**src/rtl/ppfifo_pattern_src_pkg.sv**
```systemverilog
// Shared definitions for the ping-pong FIFO pattern source: FSM encoding,
// pattern mode codes and the maximal-length LFSR tap table.
package ppfifo_pattern_src_pkg;

  typedef enum logic [1:0] {
    ST_IDLE    = 2'd0,
    ST_STREAM  = 2'd1,
    ST_RELEASE = 2'd2,
    ST_DONE    = 2'd3
  } state_t;

  localparam logic [1:0] MODE_BURST = 2'd0;
  localparam logic [1:0] MODE_RUN   = 2'd1;
  localparam logic [1:0] MODE_SEED  = 2'd2;
  localparam logic [1:0] MODE_LFSR  = 2'd3;

  localparam int unsigned WORD_CNT_W = 32;

  function automatic int unsigned idx_width(int unsigned n);
    return (n > 1) ? $clog2(n) : 1;
  endfunction

  function automatic logic [63:0] tap(int unsigned t);
    return 64'(1) << (t - 1);
  endfunction

  // Fibonacci feedback mask; taps are 1-based bit positions of a maximal polynomial
  function automatic logic [63:0] lfsr_taps(int unsigned width);
    logic [63:0] m;
    m = '0;
    case (width)
      8:  m = tap(8)  | tap(6)  | tap(5)  | tap(4);
      9:  m = tap(9)  | tap(5);
      10: m = tap(10) | tap(7);
      11: m = tap(11) | tap(9);
      12: m = tap(12) | tap(6)  | tap(4)  | tap(1);
      13: m = tap(13) | tap(4)  | tap(3)  | tap(1);
      14: m = tap(14) | tap(5)  | tap(3)  | tap(1);
      15: m = tap(15) | tap(14);
      16: m = tap(16) | tap(15) | tap(13) | tap(4);
      17: m = tap(17) | tap(14);
      18: m = tap(18) | tap(11);
      19: m = tap(19) | tap(6)  | tap(2)  | tap(1);
      20: m = tap(20) | tap(17);
      21: m = tap(21) | tap(19);
      22: m = tap(22) | tap(21);
      23: m = tap(23) | tap(18);
      24: m = tap(24) | tap(23) | tap(22) | tap(17);
      25: m = tap(25) | tap(22);
      26: m = tap(26) | tap(6)  | tap(2)  | tap(1);
      27: m = tap(27) | tap(5)  | tap(2)  | tap(1);
      28: m = tap(28) | tap(25);
      29: m = tap(29) | tap(27);
      30: m = tap(30) | tap(6)  | tap(4)  | tap(1);
      31: m = tap(31) | tap(28);
      32: m = tap(32) | tap(22) | tap(2)  | tap(1);
      33: m = tap(33) | tap(20);
      34: m = tap(34) | tap(27) | tap(2)  | tap(1);
      35: m = tap(35) | tap(33);
      36: m = tap(36) | tap(25);
      37: m = tap(37) | tap(5)  | tap(4)  | tap(3) | tap(2) | tap(1);
      38: m = tap(38) | tap(6)  | tap(5)  | tap(1);
      39: m = tap(39) | tap(35);
      40: m = tap(40) | tap(38) | tap(21) | tap(19);
      41: m = tap(41) | tap(38);
      42: m = tap(42) | tap(41) | tap(20) | tap(19);
      43: m = tap(43) | tap(42) | tap(38) | tap(37);
      44: m = tap(44) | tap(43) | tap(18) | tap(17);
      45: m = tap(45) | tap(44) | tap(42) | tap(41);
      46: m = tap(46) | tap(45) | tap(26) | tap(25);
      47: m = tap(47) | tap(42);
      48: m = tap(48) | tap(47) | tap(21) | tap(20);
      49: m = tap(49) | tap(40);
      50: m = tap(50) | tap(49) | tap(24) | tap(23);
      51: m = tap(51) | tap(50) | tap(36) | tap(35);
      52: m = tap(52) | tap(49);
      53: m = tap(53) | tap(52) | tap(38) | tap(37);
      54: m = tap(54) | tap(53) | tap(18) | tap(17);
      55: m = tap(55) | tap(31);
      56: m = tap(56) | tap(55) | tap(35) | tap(34);
      57: m = tap(57) | tap(50);
      58: m = tap(58) | tap(39);
      59: m = tap(59) | tap(58) | tap(38) | tap(37);
      60: m = tap(60) | tap(59);
      61: m = tap(61) | tap(60) | tap(46) | tap(45);
      62: m = tap(62) | tap(61) | tap(6)  | tap(5);
      63: m = tap(63) | tap(62);
      default: m = tap(64) | tap(63) | tap(61) | tap(60);
    endcase
    return m;
  endfunction

endpackage

```
**src/rtl/ppfifo_pattern_src_rr.sv**
```systemverilog
// Round-robin channel selector: first ready channel strictly after the last
// granted index, wrapping at NUM_CH.
module rr_ch_select
  import ppfifo_pattern_src_pkg::*;
#(
  parameter int unsigned NUM_CH = 2
) (
  input  logic [NUM_CH-1:0]              ready,
  input  logic [idx_width(NUM_CH)-1:0]   last,
  output logic [NUM_CH-1:0]              grant_c,
  output logic [idx_width(NUM_CH)-1:0]   index_c,
  output logic                           found_c
);

  localparam int unsigned IDX_W = idx_width(NUM_CH);

  logic [IDX_W-1:0] pos;

  always_comb begin
    grant_c = '0;
    index_c = '0;
    found_c = 1'b0;
    pos     = '0;
    for (int unsigned k = 1; k <= NUM_CH; k++) begin
      pos = IDX_W'((32'(last) + k) % NUM_CH);
      if (!found_c && ready[pos]) begin
        found_c      = 1'b1;
        grant_c[pos] = 1'b1;
        index_c      = pos;
      end
    end
  end

endmodule

```
**src/rtl/ppfifo_pattern_src.sv**
```systemverilog
// Pattern generator that claims one ready FIFO channel at a time and writes a
// burst of test words into it. Define PPFIFO_PATTERN_SRC_LFSR_EN for LFSR mode 3.
module ppfifo_pattern_src
  import ppfifo_pattern_src_pkg::*;
#(
  parameter int unsigned DATA_WIDTH = 32,
  parameter int unsigned NUM_CH     = 2,
  parameter int unsigned SIZE_WIDTH = 24
) (
  input  logic                  clk,
  input  logic                  rst,
  input  logic                  enable,
  input  logic [1:0]            mode,
  input  logic [DATA_WIDTH-1:0] seed,
  input  logic [31:0]           total,
  input  logic [NUM_CH-1:0]     ready,
  input  logic [SIZE_WIDTH-1:0] size,
  output logic [NUM_CH-1:0]     activate,
  output logic [DATA_WIDTH-1:0] data,
  output logic                  strobe,
  output logic                  done,
  output logic [31:0]           words_sent
);

  localparam int unsigned IDX_W = idx_width(NUM_CH);

  state_t                state_q, state_next;
  logic [NUM_CH-1:0]     activate_next;
  logic [DATA_WIDTH-1:0] data_next;
  logic                  strobe_next;
  logic                  done_next;
  logic [WORD_CNT_W-1:0] ws_next;
  logic [SIZE_WIDTH-1:0] cnt_q, cnt_next;
  logic [SIZE_WIDTH-1:0] size_q, size_next;
  logic [1:0]            mode_q, mode_next;
  logic [IDX_W-1:0]      last_q, last_next;
  logic [NUM_CH-1:0]     grant_c;
  logic [IDX_W-1:0]      index_c;
  logic                  found_c;
  logic                  grant_ok;
  logic                  limit_hit;
  logic [DATA_WIDTH-1:0] pattern;
  logic [DATA_WIDTH-1:0] mode3_data;

  rr_ch_select #(
    .NUM_CH(NUM_CH)
  ) u_rr (
    .ready   (ready),
    .last    (last_q),
    .grant_c (grant_c),
    .index_c (index_c),
    .found_c (found_c)
  );

  assign limit_hit = (total != '0) && (words_sent == total);

`ifdef PPFIFO_PATTERN_SRC_LFSR_EN
  localparam logic [DATA_WIDTH-1:0] TAPS = DATA_WIDTH'(lfsr_taps(DATA_WIDTH));

  logic [DATA_WIDTH-1:0] lfsr_q;
  logic                  lfsr_load;
  logic                  lfsr_step;

  // Sequence restarts only when the running count is at zero, otherwise it continues
  assign lfsr_load = grant_ok && (mode == MODE_LFSR) && (words_sent == '0);
  assign lfsr_step = strobe_next && (mode_q == MODE_LFSR);

  always_ff @(posedge clk or posedge rst) begin
    if (rst) begin
      lfsr_q <= DATA_WIDTH'(1);
    end else if (lfsr_load) begin
      lfsr_q <= (seed == '0) ? DATA_WIDTH'(1) : seed;
    end else if (lfsr_step) begin
      lfsr_q <= {lfsr_q[DATA_WIDTH-2:0], ^(lfsr_q & TAPS)};
    end
  end

  assign mode3_data = lfsr_q;
`else
  assign mode3_data = DATA_WIDTH'(words_sent);
`endif

  // Word for the next strobe, chosen by the mode latched at grant
  always_comb begin
    pattern = seed;
    case (mode_q)
      MODE_BURST: pattern = DATA_WIDTH'(cnt_q);
      MODE_RUN:   pattern = DATA_WIDTH'(words_sent);
      MODE_SEED:  pattern = seed;
      default:    pattern = mode3_data;
    endcase
  end

  always_comb begin
    state_next    = state_q;
    activate_next = activate;
    data_next     = data;
    strobe_next   = 1'b0;
    done_next     = done;
    ws_next       = words_sent;
    cnt_next      = cnt_q;
    size_next     = size_q;
    mode_next     = mode_q;
    last_next     = last_q;
    grant_ok      = 1'b0;
    case (state_q)
      ST_IDLE: begin
        if (enable && found_c && (activate == '0) && !done) begin
          grant_ok      = 1'b1;
          activate_next = grant_c;
          last_next     = index_c;
          size_next     = size;
          mode_next     = mode;
          cnt_next      = '0;
          state_next    = ST_STREAM;
        end
      end
      ST_STREAM: begin
        // Word limit wins over a burst that would also end this cycle
        if (limit_hit) begin
          activate_next = '0;
          done_next     = 1'b1;
          state_next    = ST_DONE;
        end else if (cnt_q == size_q) begin
          activate_next = '0;
          state_next    = ST_RELEASE;
        end else begin
          strobe_next = 1'b1;
          data_next   = pattern;
          cnt_next    = cnt_q + 1'b1;
          ws_next     = words_sent + 32'd1;
        end
      end
      ST_RELEASE: begin
        state_next = ST_IDLE;
      end
      ST_DONE: begin
        if (!enable) begin
          done_next  = 1'b0;
          state_next = ST_IDLE;
        end
      end
      default: begin
        state_next = ST_IDLE;
      end
    endcase
  end

  always_ff @(posedge clk or posedge rst) begin
    if (rst) begin
      state_q    <= ST_IDLE;
      activate   <= '0;
      data       <= '0;
      strobe     <= 1'b0;
      done       <= 1'b0;
      words_sent <= '0;
      cnt_q      <= '0;
      size_q     <= '0;
      mode_q     <= MODE_BURST;
      last_q     <= IDX_W'(NUM_CH - 1);
    end else begin
      state_q    <= state_next;
      activate   <= activate_next;
      data       <= data_next;
      strobe     <= strobe_next;
      done       <= done_next;
      words_sent <= ws_next;
      cnt_q      <= cnt_next;
      size_q     <= size_next;
      mode_q     <= mode_next;
      last_q     <= last_next;
    end
  end

endmodule

```
**config.mk**
```make
export PLATFORM = sky130hd
export DESIGN_NAME = ppfifo_pattern_src
export DESIGN_NICKNAME = d
export VERILOG_FILES = /design/src/rtl/ppfifo_pattern_src_pkg.sv /design/src/rtl/ppfifo_pattern_src_rr.sv /design/src/rtl/ppfifo_pattern_src.sv
export SDC_FILE = /design/constraint.sdc
export NUM_CORES = 1
export LEC_CHECK = 0
export CAP_MARGIN = 5
export CORE_AREA = 3 3 166 120
export CTS_CLUSTER_DIAMETER = 50
export DETAILED_ROUTE_END_ITERATION = 6
export DIE_AREA = 0 0 169 123
export PLACE_DENSITY_LB_ADDON = 0.2
export RECOVER_POWER = 25
export SLEW_MARGIN = 5
export SYNTH_ARGS = -nofsm -noshare
export SYNTH_HDL_FRONTEND = slang
export SYNTH_SLANG_ARGS = --single-unit
```
**constraint.sdc**
```tcl
create_clock -name clk -period 4.5 [get_ports clk]
set_clock_uncertainty 0.15 [all_clocks]
set_input_delay 0.675 -clock clk [delete_from_list [all_inputs] [get_ports clk]]
set_output_delay 0.675 -clock clk [all_outputs]
set_load 0.01 [all_outputs]
```
==> metrics.txt <==
max frequency=285.4 MHz; first-pass GRT wire length=32990 um; Nets=963; final worst setup slack=0.9957 ns; All-Layer GR Usage=20.48%; GPL Wtd Cong=0.8487; clock latency on the worst-skew pair=0.42 ns; Clock transition at path regs=0.05 ns; Place WS=0.7097 ns; fraction of registers with async set/reset=100.0%; CTS HTree Levels=4; vias in the first global route=5859; CP max FO=64; root buf cell=clkbuf_16; Via density=5.226; layout cells sized above 1=7.395%; post-cts hold buffer count=0; Lkg Pwr=3.840 nW; Post-DRT Antenna Nets=0; status=finished with violations; crit path DAT=3.75 ns; area added between synthesis and finish=35.51%; maximum clock path buffer count=2; Die Wd=169 um; cts repair resizes=0; Initial Util=35.61%; largest net degree at the start of global routing=65; CTS sink count=121; Top FF cell, synth=dfrtp_1; synthesized flop and latch total=121; syn_area_per_cell=9.037 um2; Remaining DRCs=0; Worst setup EP type=asynchronous set/reset pin; Die Height=123 um; Post-Synthesis Cells=731; Final setup viols=0; count of input and output buffers=162; Seq/Total Area, Yosys=45.85%; post-synthesis net count=828; DRT Pass-1 Iters=5; max-slew violations=65; Die Footprint=0.02079 mm2; failing checks=max-capacitance violations, max-slew violations; IO Count=163; # rows=42; final period utilization=77.87%; Worst Path Required=4.75 ns; max_slew headroom=-97.65%; power per cell area=548.0 mW/mm2; First DRT Iteration DRCs=498; vias=5858; fill count=1795; RSZ-0062 raised after global routing=false; WS Path Type=in -> async; TNS Setup=0 ns; total CTS buffers=17; CTS tree=yes; Critical Path Start Type=primary input; Design Power=4.906 mW; initial antenna violation count=0; Distinct cells, synth=46; Post-synth EDFFs=0; ANT cells=0; warnings from Yosys=0; setup bufs post-CTS=0; fin crit period=3.504 ns; Detailed Place HPWL=15390 um; aggregate routed wire length=20720 um; mapped cell area=0.006606 mm2; Worst Tran Pin Value=2.949 ns; final hold violation count=0; grt ovf=0; core area=0.01855 mm2; Hold Crit Class=reg -> reg; wire length per cell=18.48 um; Max rail drop VDD=0.0003232 V; Max Cap Violations=1
==> cell usage in the layout (no fill, tap or decap), types with 6 or more instances in the layout <==
| master | instances |
|---|---|
| clkdlybuf4s50_1 | 161 |
| nand2_1 | 145 |
| dfrtp_1 | 119 |
| xor2_1 | 66 |
| nor2_1 | 52 |
| o21ai_0 | 39 |
| a21oi_1 | 36 |
| mux2i_1 | 24 |
| nor4_1 | 22 |
| nand3_1 | 21 |
| xnor2_1 | 21 |
| a31oi_1 | 18 |
| nand4_1 | 17 |
| clkbuf_16 | 17 |
| and3_1 | 13 |
| nor3_2 | 11 |
| inv_1 | 10 |
| a221oi_1 | 8 |
| buf_4 | 8 |
| o21a_1 | 7 |
| and4_1 | 6 |
| clkinvlp_4 | 6 |
==> state kept, by name, indices dropped and copies added (netlist names) <==
| signal | cells |
|---|---|
| activate | 2 |
| cnt_q | 24 |
| data | 32 |
| done | 1 |
| last_q | 1 |
| mode_q | 2 |
| size_q | 24 |
| state_q | 2 |
| strobe | 1 |
| words_sent | 32 |
==> Yosys cell counts (all sizes together) (2+ instances only) <==
cell type  number  share of area, %
a21o            4              0.45
a21oi          36               2.7
a221oi          8               1.1
a31oi          18               1.7
a41oi           5              0.66
and2            2              0.19
and3           13               1.2
and4            6              0.80
buf            24               2.2
clkbuf         31               1.9
dfrtp         120                45
ha              2              0.38
inv            13              0.74
mux2i          24               3.6
nand2         146               8.4
nand3          21               1.6
nand4          17               1.6
nor2           53               3.1
nor3           16               2.0
nor4           26               3.0
o211ai          2              0.23
o21a            7              0.80
o21ai          40               3.0
or3             3              0.36
xnor2          21               2.8
xor2           66               8.7
==> per-stage QoR <==
step / hold WS [ns] / util, % / instance area, um2 / cells
CTS: 0.3177 / 48.29 / 8957 / 1121
global route: 0.3402 / 48.26 / 8952 / 1121
detailed placement: 0.3096 / 44.91 / 8330 / 1089
finish: 0.3135 / 48.26 / 8952 / 1121
floorplan: 0.2947 / - / 6606 / 731
global placement: 0.3031 / 44.91 / 8330 / 1089
==> path summary, 6_finish.rpt <==
| path | to | start | cells past startpoint | slack, ns |
|---|---|---|---|---|
| worst min-delay path | last_q | last_q | 2 | 0.31 |
| worst min register to register | last_q | last_q | 2 | 0.31 |
| worst max register to register | words_sent[12] | words_sent[30] | 8 | 1.35 |
| max in group clk | words_sent[12] | total[30] | 9 | 1.13 |
| worst max-delay path | words_sent[28] | rst | 3 | 1.0 |
| min in group asynchronous | mode_q[1] | rst | 2 | 1.42 |
==> power breakdown <==
| part | internal (mW) | total, mW | switching, mW |
|---|---|---|---|
| Sequential | 1.41 | 1.82 | 0.407 |
| Clock | 0.926 | 1.44 | 0.519 |
| Combinational | 0.782 | 1.64 | 0.859 |
| Total | 3.12 | 4.91 | 1.79 |
==> worst max-delay path, cell delays in order <==
cell           delay (ns)
dlygate4sd3_1        0.55
clkinvlp_2           1.67
clkbuf_1             0.83
==> routing by layer <==
| metal | vias to the layer above | wire length (um) | global-route usage (%) |
|---|---|---|---|
| met2 | 180 | 8925 | 29.41 |
| met3 | 13 | 1367 | 4.730 |
| met1 | 2865 | 10260 | 31.30 |
| li1 | 2800 | - | - |
| met5 | - | 0 | 0 |
| met4 | 0 | 170 | 4.612 |
==> kinds of logic (layout without fill, tap and decap cells) <==
group           Yosys count  count (layout)  share of synthesized area [%]
xor+xnor                 87              87                          11.53
fa+ha+maj                 2               2                         0.3787
buf+inv                  68             216                          4.848
compound gates          123             123                          11.10
flops                   121             121                          45.85
mux                      24              24                          3.636
simple gates            306             306                          22.65
==> layout make-up <==
type	instances	area (um2)	share of cell area, %
inverter	13	50.05	0.5590
sequential	121	3030	33.85
clock buffer	17	425.4	4.752
multi-input combinational	542	3257	36.38
timing repair buffer	171	1685	18.83
clock inverter	15	201.4	2.250
tap	242	302.8	3.382
(Power assumes the default switching activity.)
